File: config.mk
export PLATFORM = sky130hd
export DESIGN_NAME = spike_detector
export DESIGN_NICKNAME = d
export VERILOG_FILES = /design/src/rtl/spike_detector_pkg.sv /design/src/rtl/spike_detector_rate.sv /design/src/rtl/spike_detector.sv
export SDC_FILE = /design/constraint.sdc
export NUM_CORES = 1
export LEC_CHECK = 0
export CAP_MARGIN = 40
export CORE_MARGIN = 2
export CORE_UTILIZATION = 51
export CTS_BUF_LIST = sky130_fd_sc_hd__clkbuf_4 sky130_fd_sc_hd__clkbuf_8
export CTS_CLUSTER_SIZE = 10
export DETAILED_ROUTE_END_ITERATION = 16
export PLACE_DENSITY = 0.82
export SLEW_MARGIN = 0
export SYNTH_ARGS = -nofsm -noshare
export SYNTH_HDL_FRONTEND = slang
export SYNTH_SLANG_ARGS = --single-unit
File: constraint.sdc
create_clock -name CLK104MHZ -period 6.2 [get_ports CLK104MHZ]
set_clock_uncertainty 0.15 [all_clocks]
set_input_delay 0.62 -clock CLK104MHZ [delete_from_list [all_inputs] [get_ports CLK104MHZ]]
set_output_delay 0.62 -clock CLK104MHZ [all_outputs]
set_load 0.01 [all_outputs]
File: src/rtl/spike_detector_pkg.sv
// -----------------------------------------------------------------------------
// spike_detector_pkg
//   Shared definitions for the spike detector: the detector FSM encoding, the
//   width of every event counter, and the saturating increment used by both
//   the lifetime spike counter and the per-window rate counter.
//   No ports (package).
// -----------------------------------------------------------------------------
package spike_detector_pkg;

   localparam int COUNT_W = 16;

   typedef enum logic [1:0] {
      IDLE    = 2'd0,   // waiting for the first above-threshold sample
      ARM     = 2'd1,   // counting consecutive above samples
      REFRACT = 2'd2,   // dead time after a spike, input ignored
      REARM   = 2'd3    // refractory done but excursion still ongoing
   } state_t;

   // Counts up but sticks at all-ones instead of wrapping to zero.
   function automatic logic [COUNT_W-1:0] sat_inc(input logic [COUNT_W-1:0] value);
      return (value == {COUNT_W{1'b1}}) ? value : value + 1'b1;
   endfunction

endpackage

File: src/rtl/spike_detector_rate.sv
// -----------------------------------------------------------------------------
// rate_window
//   Free-running window counter 0..WINDOW_CYCLES-1. Spikes inside a window are
//   accumulated (saturating); on the wrap edge the total is published on
//   rateOut with a one-cycle rateValid pulse and the accumulator restarts.
//
//   clk       in   single clock, rising edge
//   reset     in   asynchronous, active-low
//   spike     in   spike event decided on this edge (counted on this edge)
//   rateOut   out  spikes in the last completed window
//   rateValid out  one-cycle pulse when rateOut updates
// -----------------------------------------------------------------------------
module rate_window
   import spike_detector_pkg::*;
#(
   parameter int WINDOW_CYCLES = 104000
)(
   input  logic               clk,
   input  logic               reset,
   input  logic               spike,
   output logic [COUNT_W-1:0] rateOut,
   output logic               rateValid
);

   localparam int               WIN_W    = $clog2(WINDOW_CYCLES);
   localparam logic [WIN_W-1:0] WIN_LAST = WIN_W'(WINDOW_CYCLES - 1);

   logic [WIN_W-1:0]   win_cnt_reg;
   logic [COUNT_W-1:0] win_spikes_reg;
   logic [COUNT_W-1:0] win_spikes_next;

   // Includes a spike decided on the wrap edge itself, so no event is lost
   // between the closing and the opening window.
   assign win_spikes_next = spike ? sat_inc(win_spikes_reg) : win_spikes_reg;

   always_ff @(posedge clk or negedge reset) begin
      if (!reset) begin
         win_cnt_reg    <= '0;
         win_spikes_reg <= '0;
         rateOut        <= '0;
         rateValid      <= 1'b0;
      end else if (win_cnt_reg == WIN_LAST) begin
         win_cnt_reg    <= '0;
         win_spikes_reg <= '0;
         rateOut        <= win_spikes_next;
         rateValid      <= 1'b1;
      end else begin
         win_cnt_reg    <= win_cnt_reg + 1'b1;
         win_spikes_reg <= win_spikes_next;
         rateValid      <= 1'b0;
      end
   end

endmodule

File: src/rtl/spike_detector.sv
// -----------------------------------------------------------------------------
// spike_detector
//   Turns a registered comparator "above threshold" flag into clean spike
//   events: CONFIRM_CYCLES consecutive above samples fire one spike, followed
//   by REFRACTORY_CYCLES of dead time; a sustained excursion fires only once.
//   Keeps a saturating lifetime spike count and a per-window spike rate.
//
//   CLK104MHZ  in   single clock, rising edge
//   RESETN     in   asynchronous, active-low reset
//   Gt         in   comparator above flag (the only flag that matters)
//   Eq, Lt     in   comparator equal/below flags (both mean "not above")
//   clrCount   in   synchronous clear of spikeCount, wins over a spike
//   spike      out  one-cycle registered spike pulse
//   busy       out  high in REFRACT or REARM
//   spikeCount out  saturating spike total since reset/clear
//   rateOut    out  spikes in the last completed window
//   rateValid  out  one-cycle pulse when rateOut updates
// -----------------------------------------------------------------------------
module spike_detector
   import spike_detector_pkg::*;
#(
   parameter int CONFIRM_CYCLES    = 4,
   parameter int REFRACTORY_CYCLES = 1040,
   parameter int WINDOW_CYCLES     = 104000
)(
   input  logic               CLK104MHZ,
   input  logic               RESETN,
   input  logic               Gt,
   input  logic               Eq,
   input  logic               Lt,
   input  logic               clrCount,
   output logic               spike,
   output logic               busy,
   output logic [COUNT_W-1:0] spikeCount,
   output logic [COUNT_W-1:0] rateOut,
   output logic               rateValid
);

   localparam logic [7:0]  RUN_LAST  = 8'(CONFIRM_CYCLES - 1);
   localparam logic [15:0] REFR_LOAD = 16'(REFRACTORY_CYCLES);

   state_t             state_reg, state_next;
   logic [7:0]         run_reg, run_next;
   logic [15:0]        refr_reg, refr_next;
   logic               spike_reg;
   logic [COUNT_W-1:0] count_reg, count_next;
   logic               fire;
   logic               above;
   logic               unused_cmp;

   // Gt alone decides; an illegal Gt&Lt still counts as above.
   assign above = Gt;

   // Eq and Lt carry no information beyond !Gt for this detector.
   assign unused_cmp = &{1'b0, Eq, Lt};

   always_comb begin
      state_next = state_reg;
      run_next   = run_reg;
      refr_next  = refr_reg;
      fire       = 1'b0;
      case (state_reg)
         IDLE: begin
            if (above) begin
               if (CONFIRM_CYCLES == 1) begin
                  fire = 1'b1;
               end else begin
                  state_next = ARM;
                  run_next   = 8'd1;
               end
            end
         end
         ARM: begin
            if (!above) begin
               state_next = IDLE;
               run_next   = '0;
            end else if (run_reg == RUN_LAST) begin
               fire = 1'b1;
            end else begin
               run_next = run_reg + 1'b1;
            end
         end
         REFRACT: begin
            // Counter was loaded on the spike edge, so reaching 1 marks the
            // last refractory cycle; the decision edge samples Gt afresh.
            if (refr_reg <= 16'd1) begin
               state_next = above ? REARM : IDLE;
               refr_next  = '0;
            end else begin
               refr_next = refr_reg - 1'b1;
            end
         end
         REARM: begin
            if (!above) state_next = IDLE;
         end
         default: state_next = IDLE;
      endcase
      if (fire) begin
         state_next = REFRACT;
         run_next   = '0;
         refr_next  = REFR_LOAD;
      end
   end

   always_comb begin
      count_next = count_reg;
      if (clrCount)  count_next = '0;
      else if (fire) count_next = sat_inc(count_reg);
   end

   always_ff @(posedge CLK104MHZ or negedge RESETN) begin
      if (!RESETN) begin
         state_reg <= IDLE;
         run_reg   <= '0;
         refr_reg  <= '0;
         spike_reg <= 1'b0;
         count_reg <= '0;
      end else begin
         state_reg <= state_next;
         run_reg   <= run_next;
         refr_reg  <= refr_next;
         spike_reg <= fire;
         count_reg <= count_next;
      end
   end

   assign spike      = spike_reg;
   assign busy       = (state_reg == REFRACT) || (state_reg == REARM);
   assign spikeCount = count_reg;

   rate_window #(
      .WINDOW_CYCLES (WINDOW_CYCLES)
   ) u_rate (
      .clk       (CLK104MHZ),
      .reset     (RESETN),
      .spike     (fire),
      .rateOut   (rateOut),
      .rateValid (rateValid)
   );

endmodule
==> results.toml <==
[clock_network]
postCtsHoldBufs = 0
cts.path.max_buffers = 2
clock-sinks = 93
numCtsBuffers = 9
cts-root-buf = "clkbuf_8"
ctsResizeCount = 0
worstSkewPairLatency_ns = 0.37
tritoncts = "built"
htreeDepth = 3
clk_pin_slew_ns = 0.10
postCtsSetupRepairBufs = 0

[setup_path]
cp_max_fo = 22
crit_start = "Gt"
slowest_delay_ns = 0.58
start_kind = "input pin"
path_class = "input pin to flip-flop"
crit_chain = "clkdlybuf4s50_1 > and4bb_1 > nand3_2 > inv_1 > nor2_1 > buf_4 > a221o_1"
end_kind = "flip-flop"
cp.required_ns = 6.31
critPathBufInv = 3
path_delay_family = "buffers and inverters"
r2r-start = "run_reg[0]"
cp.arrival_ns = 3.13
crit_slowest_cell = "clkdlybuf4s50_1"

[sta]
whs_ns = 0.05537
hold_viol_final = 0
setup_ws_ns = 3.181
fin_crit_ns = 3.019
tightest_slew_ns = 0.8123
fmax_mhz = 331.3
setup_tns_ns = 0
fin_crit_sh = 0.4869
max-slew-margin-rel = 0.4535
grt_setup_unrepaired = "false"
drv_slew = 0
setup_viol = 0

[power]
vdd_drop_max_v = 0.0001165
p_leak_nw = 2.246
p_seq_frac = 0.519
p_int_mw = 0.9871
switchingPower_mw = 0.4518
p_total_mw = 1.439
p_per_area_mw_per_mm2 = 267.8
combPwrFrac = 0.153
netSwitchingFraction = 0.3140
pwr-share-clk = 0.329

[floorplan]
initial_utilization = 0.5324
die_w_um = 99.88
dieHeight_um = 99.88
ios = 41
design.core.area_mm2 = 0.008806
die_area_mm2 = 0.009976
std_cell_rows = 34

[synth]
syn-mean-instance-area_um2 = 9.870
ys_ff_latch = 93
synth_top_area_frac = 0.4964
synthFlopType = "dfrtp_1"
ys_seq_area_frac = 0.4964
syn-num-nets = 487
synth_warnings = 0
yosys-top-cells-area = "dfrtp_1, xnor2_1, nor2_1"
async_reset_ff_frac = 1.000
syn_inst = 475
synth_cell_types = 68
synth_edf_count = 0
syn-cell-area_mm2 = 0.004688
synth_top_area_cell = "dfrtp_1"

[grt]
antenna_found_initial = 0
grt_pass1_vias = 3644
track_usage = 0.2112
overflow = 0
grt_start_max_net_pins = 55
grt_pass1_wl_um = 17090

[route]
routed-via-count = 3723
drc = 0
drt_wl_total_um = 9722
wl_per_cell_um = 15.61
vias_per_cell = 5.976
first_pass_iters = 5
drtIter0Drc = 276
drtAntennaViolNets = 0

[final_layout]
multi_input_area_mm2 = 0.002220
finalNonFillerCells = 623
drive_gt1_frac = 0.08738
diodes = 0
design_area_mm2 = 0.005373
layout.area.seq_mm2 = 0.002327
nFillCells = 699
syn_to_final_growth_pct = 14.60
final_nets = 522
largest_reg_flops = 17
fin_util = 0.6101

[placed_design]
place_area_mm2 = 0.005127
globalplace.congestion = 0.8256
hpwl_um = 6642
placedCellCount = 606
place_worst_setup_slack_ns = 2.629
port_buffers = 38

[min_path]
hp-class = "input pin to asynchronous set/reset pin"

[outcome]
status = "complete, no violations"

[job]
max_cap_viol_count = 0
==> Yosys cell counts, types with 6 or more instances <==
cell      number
nor4_1         6
xor2_1         9
o21ai_0       25
nor2_1        56
nand2_1       53
inv_1          9
xnor2_1       26
clkbuf_1       7
and3_1        10
or3_1          8
a21oi_1       16
a211oi_1       6
ha_1           6
nand3_1       24
o21ai_1        8
mux2i_1        7
dfrtp_1       93
nand4_1       14
nor3_1         8
==> worst register-to-register path: stages (launching register included) <==
cell	delay, ns
dfrtp_1	0.43
ha_1	0.21
and4bb_1	0.28
nand3_2	0.47
inv_1	0.47
nor2_1	0.10
buf_4	0.20
a221o_1	0.36
==> layout make-up <==
type | instances | area share
sequential | 93 | 0.4332
multi-input combinational | 354 | 0.4131
timing repair buffer | 42 | 0.07732
tap | 108 | 0.02515
clock buffer | 9 | 0.02306
clock inverter | 7 | 0.02119
inverter | 10 | 0.006986
==> worst paths after layout <==
kind,end,slack (ns),cells past startpoint
worst max-delay path,refr_reg[6],3.18,7
max in group asynchronous,u_rate.rateOut[4],4.78,2
min in group CLK104MHZ,u_rate.rateOut[14],0.34,2
worst max register to register,refr_reg[6],3.41,7
worst min register to register,u_rate.rateOut[14],0.34,2
worst min-delay path,u_rate.rateOut[10],0.06,1
==> cells in the final DEF (no fill, tap or decap), drive strengths merged, types with 3 or more instances in the layout <==
cell / count
dfrtp: 93
nor2: 56
nand2: 53
clkdlybuf4s50: 37
o21ai: 33
xnor2: 26
nand3: 25
a21oi: 16
nand4: 14
inv: 13
and3: 12
nor4: 11
xor2: 9
clkbuf: 9
nor3: 9
a211oi: 9
or3: 8
mux2i: 7
ha: 6
and4: 6
buf: 5
and2: 4
a31oi: 4
a21o: 4
nand2b: 3
a2111oi: 3
a31o: 3
==> kinds of logic (layout without fill, tap and decap cells) <==
group                      Yosys count  count (layout)  share of synthesized area
AOI/OAI and AO/OA                   90              90                     0.1316
xor gates and xnor gates            35              35                    0.06539
adders and majority gates            6               6                    0.01601
buffers and inverters               28              68                    0.03016
DFF                                 93              93                     0.4964
muxes                                8               8                    0.01735
and+or+nand+nor                    215             215                     0.2431
==> power by group through the flow <==
stage                     Clock (mW)  Sequential (mW)  Combinational (mW)
after floorplan                    0            0.735               0.163
after global placement             0            0.746               0.204
after detailed placement           0            0.752               0.217
after CTS                      0.483            0.743               0.218
after global routing           0.508            0.758               0.251
final                          0.473            0.746               0.219
==> per-layer routing <==
| layer | up-vias | routed length, µm | GRT usage |
|---|---|---|---|
| met4 | 0 | 134 | 0.08219 |
| met5 | - | 0 | 0 |
| li1 | 1780 | - | - |
| met2 | 83 | 4779 | 0.3446 |
| met3 | 14 | 406 | 0.04318 |
| met1 | 1846 | 4403 | 0.2798 |
Power figures use the tool's default switching activity.
